$ cat config.mk
export PLATFORM = sky130hd
export DESIGN_NAME = baudgen_flat
export DESIGN_NICKNAME = d
export VERILOG_FILES = /design/src/rtl/usrt_pkg.sv /design/src/rtl/baudgen_if.sv /design/src/rtl/baudgen.sv /design/src/flat_wrapper.sv
export SDC_FILE = /design/constraint.sdc
export NUM_CORES = 1
export LEC_CHECK = 0
export ABC_AREA = 1
export BUFFER_PORTS_ARGS = -buffer_cell sky130_fd_sc_hd__buf_4
export CORE_MARGIN = 2
export CORE_UTILIZATION = 50
export CTS_CLUSTER_SIZE = 10
export DETAILED_ROUTE_END_ITERATION = 7
export PLACE_DENSITY = 0.65
export SYNTH_ARGS = -nofsm -noshare
export SYNTH_HDL_FRONTEND = slang
export SYNTH_SLANG_ARGS = --single-unit
$ cat constraint.sdc
create_clock -name i_Pclk -period 7 [get_ports i_Pclk]
set_input_delay 2.1 -clock i_Pclk [delete_from_list [all_inputs] [get_ports i_Pclk]]
set_output_delay 2.1 -clock i_Pclk [all_outputs]
set_load 0.005 [all_outputs]
$ cat src/rtl/usrt_pkg.sv
// Shared USRT definitions: the default baud divisor width, the minimum divisor
// and the divisor type used by the baud generator and the TX/RX blocks.
package usrt_pkg;
    localparam int USRT_WIDTH   = 14;
    localparam int USRT_MIN_DIV = 2;

    typedef logic [USRT_WIDTH-1:0] div_t;
endpackage

$ cat src/rtl/baudgen_if.sv
// Baud generator control/status bundle: the requested divisor and the two
// registered timing outputs.
interface baudgen_if
    import usrt_pkg::*;
#(
    parameter int WIDTH = USRT_WIDTH
) ();
    logic [WIDTH-1:0] i_Baud;
    logic             o_Bclk;
    logic             o_Tick;

    modport master (output i_Baud, input o_Bclk, input o_Tick);
    modport slave  (input i_Baud, output o_Bclk, output o_Tick);
endinterface

$ cat src/rtl/baudgen.sv
// Programmable baud clock generator: divides i_Pclk by max(i_Baud, MIN_DIV),
// giving a near-50% baud clock and a one-cycle tick at each period start.
module baudgen
    import usrt_pkg::*;
#(
    parameter int WIDTH   = USRT_WIDTH,
    parameter int MIN_DIV = USRT_MIN_DIV
) (
    input  logic      i_Pclk,
    input  logic      i_Rstn,
    baudgen_if.slave  bus
);
    localparam logic [WIDTH-1:0] MIN_DIV_W = WIDTH'(MIN_DIV);
    localparam logic [WIDTH-1:0] ONE       = WIDTH'(1);

    logic [WIDTH-1:0] cnt_q, cnt_d;
    logic [WIDTH-1:0] div_q, div_d;
    logic             load_q, load_d;
    logic             bclk_q, bclk_d;
    logic             tick_q, tick_d;
    logic [WIDTH-1:0] baud_eff;
    logic [WIDTH-1:0] cnt_inc;
    logic             boundary;

    always_comb begin
        baud_eff = (bus.i_Baud < MIN_DIV_W) ? MIN_DIV_W : bus.i_Baud;
        cnt_inc  = cnt_q + ONE;
        // div_q is always >= MIN_DIV, so div_q-1 cannot underflow
        boundary = load_q || (cnt_q == (div_q - ONE));

        cnt_d  = cnt_inc;
        div_d  = div_q;
        load_d = load_q;
        tick_d = 1'b0;
        bclk_d = (cnt_inc < (div_q >> 1));

        if (boundary) begin
            // The requested divisor is only picked up here, so the running
            // period is never cut short or stretched.
            div_d  = baud_eff;
            cnt_d  = '0;
            load_d = 1'b0;
            tick_d = 1'b1;
            bclk_d = 1'b1;
        end
    end

    always_ff @(posedge i_Pclk or negedge i_Rstn) begin
        if (!i_Rstn) begin
            cnt_q  <= '0;
            div_q  <= MIN_DIV_W;
            load_q <= 1'b1;
            bclk_q <= 1'b0;
            tick_q <= 1'b0;
        end else begin
            cnt_q  <= cnt_d;
            div_q  <= div_d;
            load_q <= load_d;
            bclk_q <= bclk_d;
            tick_q <= tick_d;
        end
    end

    assign bus.o_Bclk = bclk_q;
    assign bus.o_Tick = tick_q;
endmodule

$ cat src/flat_wrapper.sv
// flat-port wrapper written by rule: the top's interface ports become plain ports
module baudgen_flat import usrt_pkg::*;
#(
    parameter int WIDTH   = USRT_WIDTH,
    parameter int MIN_DIV = USRT_MIN_DIV
)
  (i_Pclk, i_Rstn, bus_i_Baud, bus_o_Bclk, bus_o_Tick);
  baudgen_if #(.WIDTH(WIDTH)) bus_i ();
  input  logic i_Pclk;
  input  logic i_Rstn;
  input wire logic [$bits(bus_i.i_Baud)-1:0] bus_i_Baud;
  output wire logic [$bits(bus_i.o_Bclk)-1:0] bus_o_Bclk;
  output wire logic [$bits(bus_i.o_Tick)-1:0] bus_o_Tick;
  assign bus_i.i_Baud = bus_i_Baud;
  assign bus_o_Bclk = bus_i.o_Bclk;
  assign bus_o_Tick = bus_i.o_Tick;
  baudgen #(.WIDTH(WIDTH), .MIN_DIV(MIN_DIV)) u_core (.i_Pclk(i_Pclk), .i_Rstn(i_Rstn), .bus(bus_i));
endmodule
==> key figures, run 1 <==
Power
  – Combinational power share: 0.186
  – Clk pwr share: 0.343
  – PwrDens: ~170 nW/um2
  – Power Total: 0.000431 W
  – Peak supply drop: between 0.1 and 0.15 mV
  – Pint: between 0.0002 and 0.0003 W
  – P_leak: approximately 1.3 nW
  – P_sw: 0.000140 W
  – Switching share of power: 0.325
  – Flop pwr share: 0.470

Detailed routing
  – Routed Antenna Nets: 0
  – WL final: approximately 4500 um
  – TritonRoute pass-1 iters: 4
  – Routed vias: about 1.9k
  – Routed length per instance: between 10 and 15 um
  – DR iter-0 viols: 65
  – Drt via density: roughly 5.0
  – Residual DRC: 0

Die
  – Boundary Pins: 18
  – Die ar.: a little over 5000 um2
  – Die width: 71.8 um
  – Core ar.: 4380 um2
  – Height of the die: between 70 and 80 um
  – Starting Density: 0.525
  – Row cnt: 24

Cells and area
  – Sequential cell area: slightly below 800 um2
  – N_diodes: 0
  – Area Overhead vs Synth: 9.96%
  – Multi-input gate area: between 1000 and 1500 um2
  – Fillcell total: 430
  – Proportion of layout cells with a drive suffix above 1: 0.149
  – Nets: between 300 and 400

Clock network
  – H-tree levels: 2
  – CTS tree: yes
  – Worst skew pair latency: 0.29 ns
  – Setup Fix Bufs, Post-CTS: 0
  – CTS Hold Buffers Added: 0
  – Clock slew at reported path FFs: roughly 0.070 ns
  – Cts bufs inserted: 5
  – Root buffer cell: clkbuf_8
  – Post-CTS sizing: 0
  – Clock Tree Buf Depth: 2
  – Clk sink count: 31

Place
  – IO buf count: 17
  – DP HPWL: about 3400 um
  – RePlAce Congestion: 0.826

Flow run
  – Max Cap Violations: 0

Logic synthesis
  – Synthesized area: ~2300 um2
  – Post-Synthesis Cells: 310
  – Yosys warnings: 0
  – Flops & latches, synth: 31
  – Synthesized Nets: 340
  – Syn_area_per_cell: about 7.4 um2
  – Register area share after synthesis: 0.338
  – Synth cell types: 30

Worst setup path
  – Crit Path Class: reg -> reg
  – Critical path data required time: 7.15 ns
  – Worst Path Arrival: between 3 and 4 ns
  – CP Capture Type: flop
  – Crit path max fanout: 5
  – CP Launch Type: flop

STA
  – RSZ-0062 raised after global routing: no
  – Final setup viols: 0
  – Final period util: 0.426
  – Worst-margin pin slew: 0.832 ns
  – Slew Limit Fails: 0
  – Clock skew: ~0.0046 ns
  – Final min period: 2.98 ns
  – Setup TNS: 0 ns
  – Slew margin rel.: 0.443
  – Fmax achieved: around 340 MHz
  – Hold Violations, Final: 0

Global route
  – Busiest grt layer: met2
  – Met1 Use GR: 0.296
  – Initial antenna violation count: 0
  – Met2 GRT Util: 0.315
  – Pin count of the biggest net entering global routing: 32
  – Global-route met3 utilization: 0.0422
  – Grt ovf: 0
  – First-pass GRT wire length: roughly 8300 um
  – Number of global-route vias before repair: roughly 1.8k
  – GRT Total Usage: 0.207

Hold path
  – Worst min-delay path category: reg -> reg

Outcome
  – Outcome: finished clean
-- area by class of cell --
cell class / instances / share of cell area
Clock buffer: 5 / 0.0272
Clock inverter: 3 / 0.00792
Sequential cell: 31 / 0.308
Multi-Input combinational cell: 228 / 0.514
Inverter: 45 / 0.0668
Tap cell: 52 / 0.0257
Timing Repair Buffer: 17 / 0.0505
-- cells in the final DEF, fill, tap and decap left out, types with 3 or more instances in the layout --
cell      instances
xnor2_1           5
nor2_2            5
o21ai_0           3
xor2_1           18
inv_1            45
nand4_1           4
nand2_1          79
nand2_2           4
nor3_1            8
nor2_4           10
a21oi_1           7
clkbuf_8          5
ha_1             14
nand3_1          32
dfrtp_1          29
nor2_1           28
buf_4            17
-- power by group through the flow --
stage | Clock, W | Combinational [W] | Sequential [W]
6_report | 0.000148 | 0.0000802 | 0.000203
5_1_grt | 0.000159 | 0.0000950 | 0.000205
4_1_cts | 0.000152 | 0.0000815 | 0.000202
3_5_place_dp | 0 | 0.0000809 | 0.000206
3_3_place_gp | 0 | 0.0000799 | 0.000206
2_1_floorplan | 0 | 0.0000620 | 0.000201
-- worst paths after layout --
path	slack, ns	start	end	depth (start not counted)
worst max-delay path	4.02	u_core.cnt_q[0]$_DFF_PN0_	u_core.bus.o_Bclk$_DFF_PN0_	15
min in group asynchronous	1.73	i_Rstn	u_core.cnt_q[8]$_DFF_PN0_	1
worst max register to register	4.02	u_core.cnt_q[0]$_DFF_PN0_	u_core.bus.o_Bclk$_DFF_PN0_	15
max in group asynchronous	4.94	i_Rstn	u_core.load_q$_DFFE_PN1P_	1
worst min register to register	0.52	u_core.div_q[1]$_DFFE_PN1P_	u_core.div_q[1]$_DFFE_PN1P_	2
worst min-delay path	0.52	u_core.div_q[1]$_DFFE_PN1P_	u_core.div_q[1]$_DFFE_PN1P_	2
-- routing by layer --
layer | up-vias | wire [um]
li1 | 998 | -
met1 | 859 | 2270
met2 | 43 | 1970
met3 | 6 | 224
met4 | 0 | 54
met5 | - | 0
-- logic make-up after synthesis --
logic type,share of synthesized area
flops,0.338
buf+inv,0.0963
simple gates,0.368
other cells,0.00163
fa+ha+maj,0.0762
xor+xnor,0.0876
compound gates,0.0321
-- cells in the mapped netlist --
master	number	area [um2]
buf_6	1	11.3
o21a_1	1	7.51
buf_2	2	10.0
nor3_2	1	10.0
dfrtp_1	29	726
inv_1	45	169
nor3_1	8	40.0
nand2_2	4	25.0
dfstp_2	2	52.6
o21ai_0	3	15.0
nand4_1	4	25.0
nand2_1	79	297
ha_1	14	175
o221ai_1	1	8.76
nor2_4	10	113
or2_2	2	12.5
nor2_2	5	31.3
o21bai_1	1	7.51
buf_4	1	7.51
or2_1	1	6.26
a21oi_1	7	35.0
nand3b_1	2	15.0
xor2_1	18	158
xnor2_1	5	43.8
conb_1	1	3.75
nor2_1	28	105
nor4_1	1	6.26
buf_12	1	20.0
nand3_1	32	160
buf_1	1	3.75
-- state kept, by name, summed over array words and instances (netlist names) --
register           flops
u_core.cnt_q          14
u_core.div_q          14
u_core.bus.o_Bclk      1
u_core.bus.o_Tick      1
u_core.load_q          1
-- through the flow --
step / utilization / area, um2 / hold WS [ns] / setup slack, ns / std cells
after floorplan: - / 2300 / 0.486 / 4.16 / 310
after global placement: 0.557 / 2440 / 0.512 / 3.95 / 373
after detailed placement: 0.557 / 2440 / 0.509 / 3.92 / 373
after CTS: 0.577 / 2530 / 0.526 / 4.02 / 381
after global routing: 0.577 / 2530 / 0.568 / 3.75 / 381
final: 0.577 / 2530 / 0.524 / 4.02 / 381
-- worst max-delay path, stage by stage (launching register included) --
cell and delay [ns]:
dfrtp_1 0.43, ha_1 0.22, nand2_1 0.07, nor2_1 0.17, nand3_1 0.12, nor2_1 0.14
nand3_1 0.16, nor3_1 0.23, xor2_1 0.33, inv_1 0.09, ha_1 0.31, nand2_1 0.08
nor3_1 0.21, nand3_1 0.10, nand3_1 0.11, nand3_1 0.08
(Power assumes the default switching activity.)
==> run 2, diff against run 1 <==
--- a/config.mk
+++ b/config.mk
@@ -11,7 +11,7 @@
 export CORE_UTILIZATION = 50
 export CTS_CLUSTER_SIZE = 10
 export DETAILED_ROUTE_END_ITERATION = 7
-export PLACE_DENSITY = 0.65
+export PLACE_DENSITY = 0.68
 export SYNTH_ARGS = -nofsm -noshare
 export SYNTH_HDL_FRONTEND = slang
 export SYNTH_SLANG_ARGS = --single-unit
==> constraint.sdc (replaced) <==
create_clock -name i_Pclk -period 2.6 [get_ports i_Pclk]
set_input_delay 0.78 -clock i_Pclk [delete_from_list [all_inputs] [get_ports i_Pclk]]
set_output_delay 0.78 -clock i_Pclk [all_outputs]
set_load 0.005 [all_outputs]
==> key figures, run 2 (synthesized netlist as in run 1, its figures left out) <==
Outcome
  – Outcome: finished clean

Power
  – Switching share of power: 0.309
  – Power Total: ~0.0011 W
  – PwrDens: roughly 420 nW/um2
  – Peak supply drop: around 0.28 mV
  – P_sw: between 0.0003 and 0.0004 W
  – Clk pwr share: 0.321
  – Flop pwr share: 0.473
  – P_leak: 1.38 nW
  – Pint: 0.000792 W
  – Combinational power share: 0.207

Cells and area
  – N_diodes: 0
  – Most common cell after layout, fill and taps aside: nand2_1
  – Proportion of layout cells with a drive suffix above 1: 0.218
  – Most frequent cells in the layout: nand2_1, inv_1, dfrtp_1
  – Top Registers: u_core.cnt_q x14, u_core.div_q x14
  – Area Overhead vs Synth: 17.7%
  – Nets: 369
  – Fin cells: about 400

Clock network
  – Clock slew at reported path FFs: 0.07 ns
  – CTS Hold Buffers Added: 0
  – Root buffer cell: clkbuf_8
  – CTS tree: yes
  – Clock Tree Buf Depth: 2
  – Clk sink count: 31
  – H-tree levels: 2
  – Worst skew pair latency: around 0.29 ns
  – Cts bufs inserted: 5

Global route
  – Initial antenna violation count: 0
  – Pin count of the biggest net entering global routing: 32
  – GRT Total Usage: 0.206
  – Grt ovf: 0
  – First-pass GRT wire length: approximately 8000 um
  – Number of global-route vias before repair: between 1.5k and 2k

Detailed routing
  – DR iter-0 viols: approximately 120
  – TritonRoute pass-1 iters: 4
  – Drt via density: ~4.9
  – Routed vias: about 1.9k
  – Routed Antenna Nets: 0
  – WL final: between 4000 and 5000 um
  – Routed length per instance: roughly 12 um
  – Residual DRC: 0

Place
  – Placed insts: between 300 and 400
  – RePlAce Congestion: around 0.9
  – DP HPWL: roughly 3600 um
  – IO buf count: 17

STA
  – RSZ-0062 raised after global routing: yes
  – Min Hold Slack: between 0.4 and 0.5 ns
  – Hold Violations, Final: 0
  – Fmax achieved: about 400 MHz
  – Final period util: 0.964
  – Final setup viols: 0
  – Final min period: roughly 2.5 ns
  – Slew Limit Fails: 0
  – Clock skew: about 0.0054 ns

Die
  – Core ar.: 4380 um2
  – Die ar.: approximately 5200 um2
  – Starting Density: 0.525
  – Boundary Pins: 18
  – Height of the die: about 70 um
  – Die width: around 72 um
  – Row cnt: 24

Worst setup path
  – Worst Path Arrival: 2.66 ns
  – FF-to-FF path depth: 15
  – CP Launch Type: flop
  – CP Capture Type: flop
  – Critical path data required time: 2.76 ns
  – Crit path from: u_core.cnt_q[1]$_DFF_PN0_
  – R2R Path Start: u_core.cnt_q[1]$_DFF_PN0_
  – Crit path max fanout: 3
  – Crit Path Class: reg -> reg

Flow run
  – Max Cap Violations: 0

Hold path
  – Worst min-delay path category: in -> async
==> run 2: cell types whose count changed in the layout (fill, tap and decap cells not counted), moves of 3 or more <==
cell and change:
nand3_1 -4, nand3_2 +3, buf_4 +10, nor2_1 -4
==> run 2: cell type report <==
class	instances	area [um2]
fillers	409	1680
multi-input cells	228	1390
flip-flops and latches	31	778
repair buffers	28	223
inverters	45	169
clock buffers	5	68.8
well taps	52	65.1
clock inverters	3	15.0
==> run 2: metal layers <==
layer / up-vias / global-route usage / wire (um) / share of wire
met5: - / 0 / 0 / 0
met4: 0 / 0.0713 / 67 / 0.014
met3: 5 / 0.0464 / 177 / 0.037
met2: 34 / 0.320 / 2140 / 0.45
met1: 870 / 0.283 / 2360 / 0.50
li1: 1024 / - / - / -
==> run 2: power groups by stage <==
stage                     Combinational, W  Sequential (W)  Clock [W]
final                             0.000237        0.000542   0.000368
after global routing              0.000274        0.000548   0.000394
after CTS                         0.000232        0.000542   0.000380
after detailed placement          0.000231        0.000551          0
after global placement            0.000225        0.000549          0
after floorplan                   0.000167        0.000542          0
==> run 2: worst max-delay path, cell delays in order, from the launching register on <==
cell	delay, ns
dfrtp_1	0.35
ha_2	0.19
nand2_2	0.07
nor2_4	0.13
nand3_2	0.11
nor2_4	0.16
nand3_4	0.10
nor3_4	0.19
xor2_1	0.22
inv_1	0.11
ha_4	0.29
nand2_4	0.04
nor3_2	0.15
nand3_1	0.11
nand3_2	0.11
nand3_2	0.05
==> run 2: what timing repair did <==
item                       4_1_cts  5_1_grt
setup buffers                    0        3
setup endpoints to repair        0        1
gates resized for setup          0       19
hold endpoints to repair         0        0
==> run 2: stage by stage <==
step | util | area (um2) | TNS, ns | setup slack [ns]
after floorplan | - | 2300 | 0 | 0.136
after global placement | 0.573 | 2510 | 0 | 0.146
after detailed placement | 0.573 | 2510 | 0 | 0.0390
after CTS | 0.592 | 2600 | 0 | 0.0106
after global routing | 0.618 | 2710 | -0.0696 | -0.0696
final | 0.618 | 2710 | 0 | 0.0936
==> run 2: final timing paths <==
kind,endpoint,slack [ns]
setup / recovery,u_core.bus.o_Bclk$_DFF_PN0_,0.09
hold / removal,u_core.cnt_q[0]$_DFF_PN0_,0.42
setup reg to reg,u_core.bus.o_Bclk$_DFF_PN0_,0.09
hold reg to reg,u_core.div_q[1]$_DFFE_PN1P_,0.51
max in group asynchronous,u_core.div_q[1]$_DFFE_PN1P_,1.85
min in group i_Pclk,u_core.div_q[1]$_DFFE_PN1P_,0.51
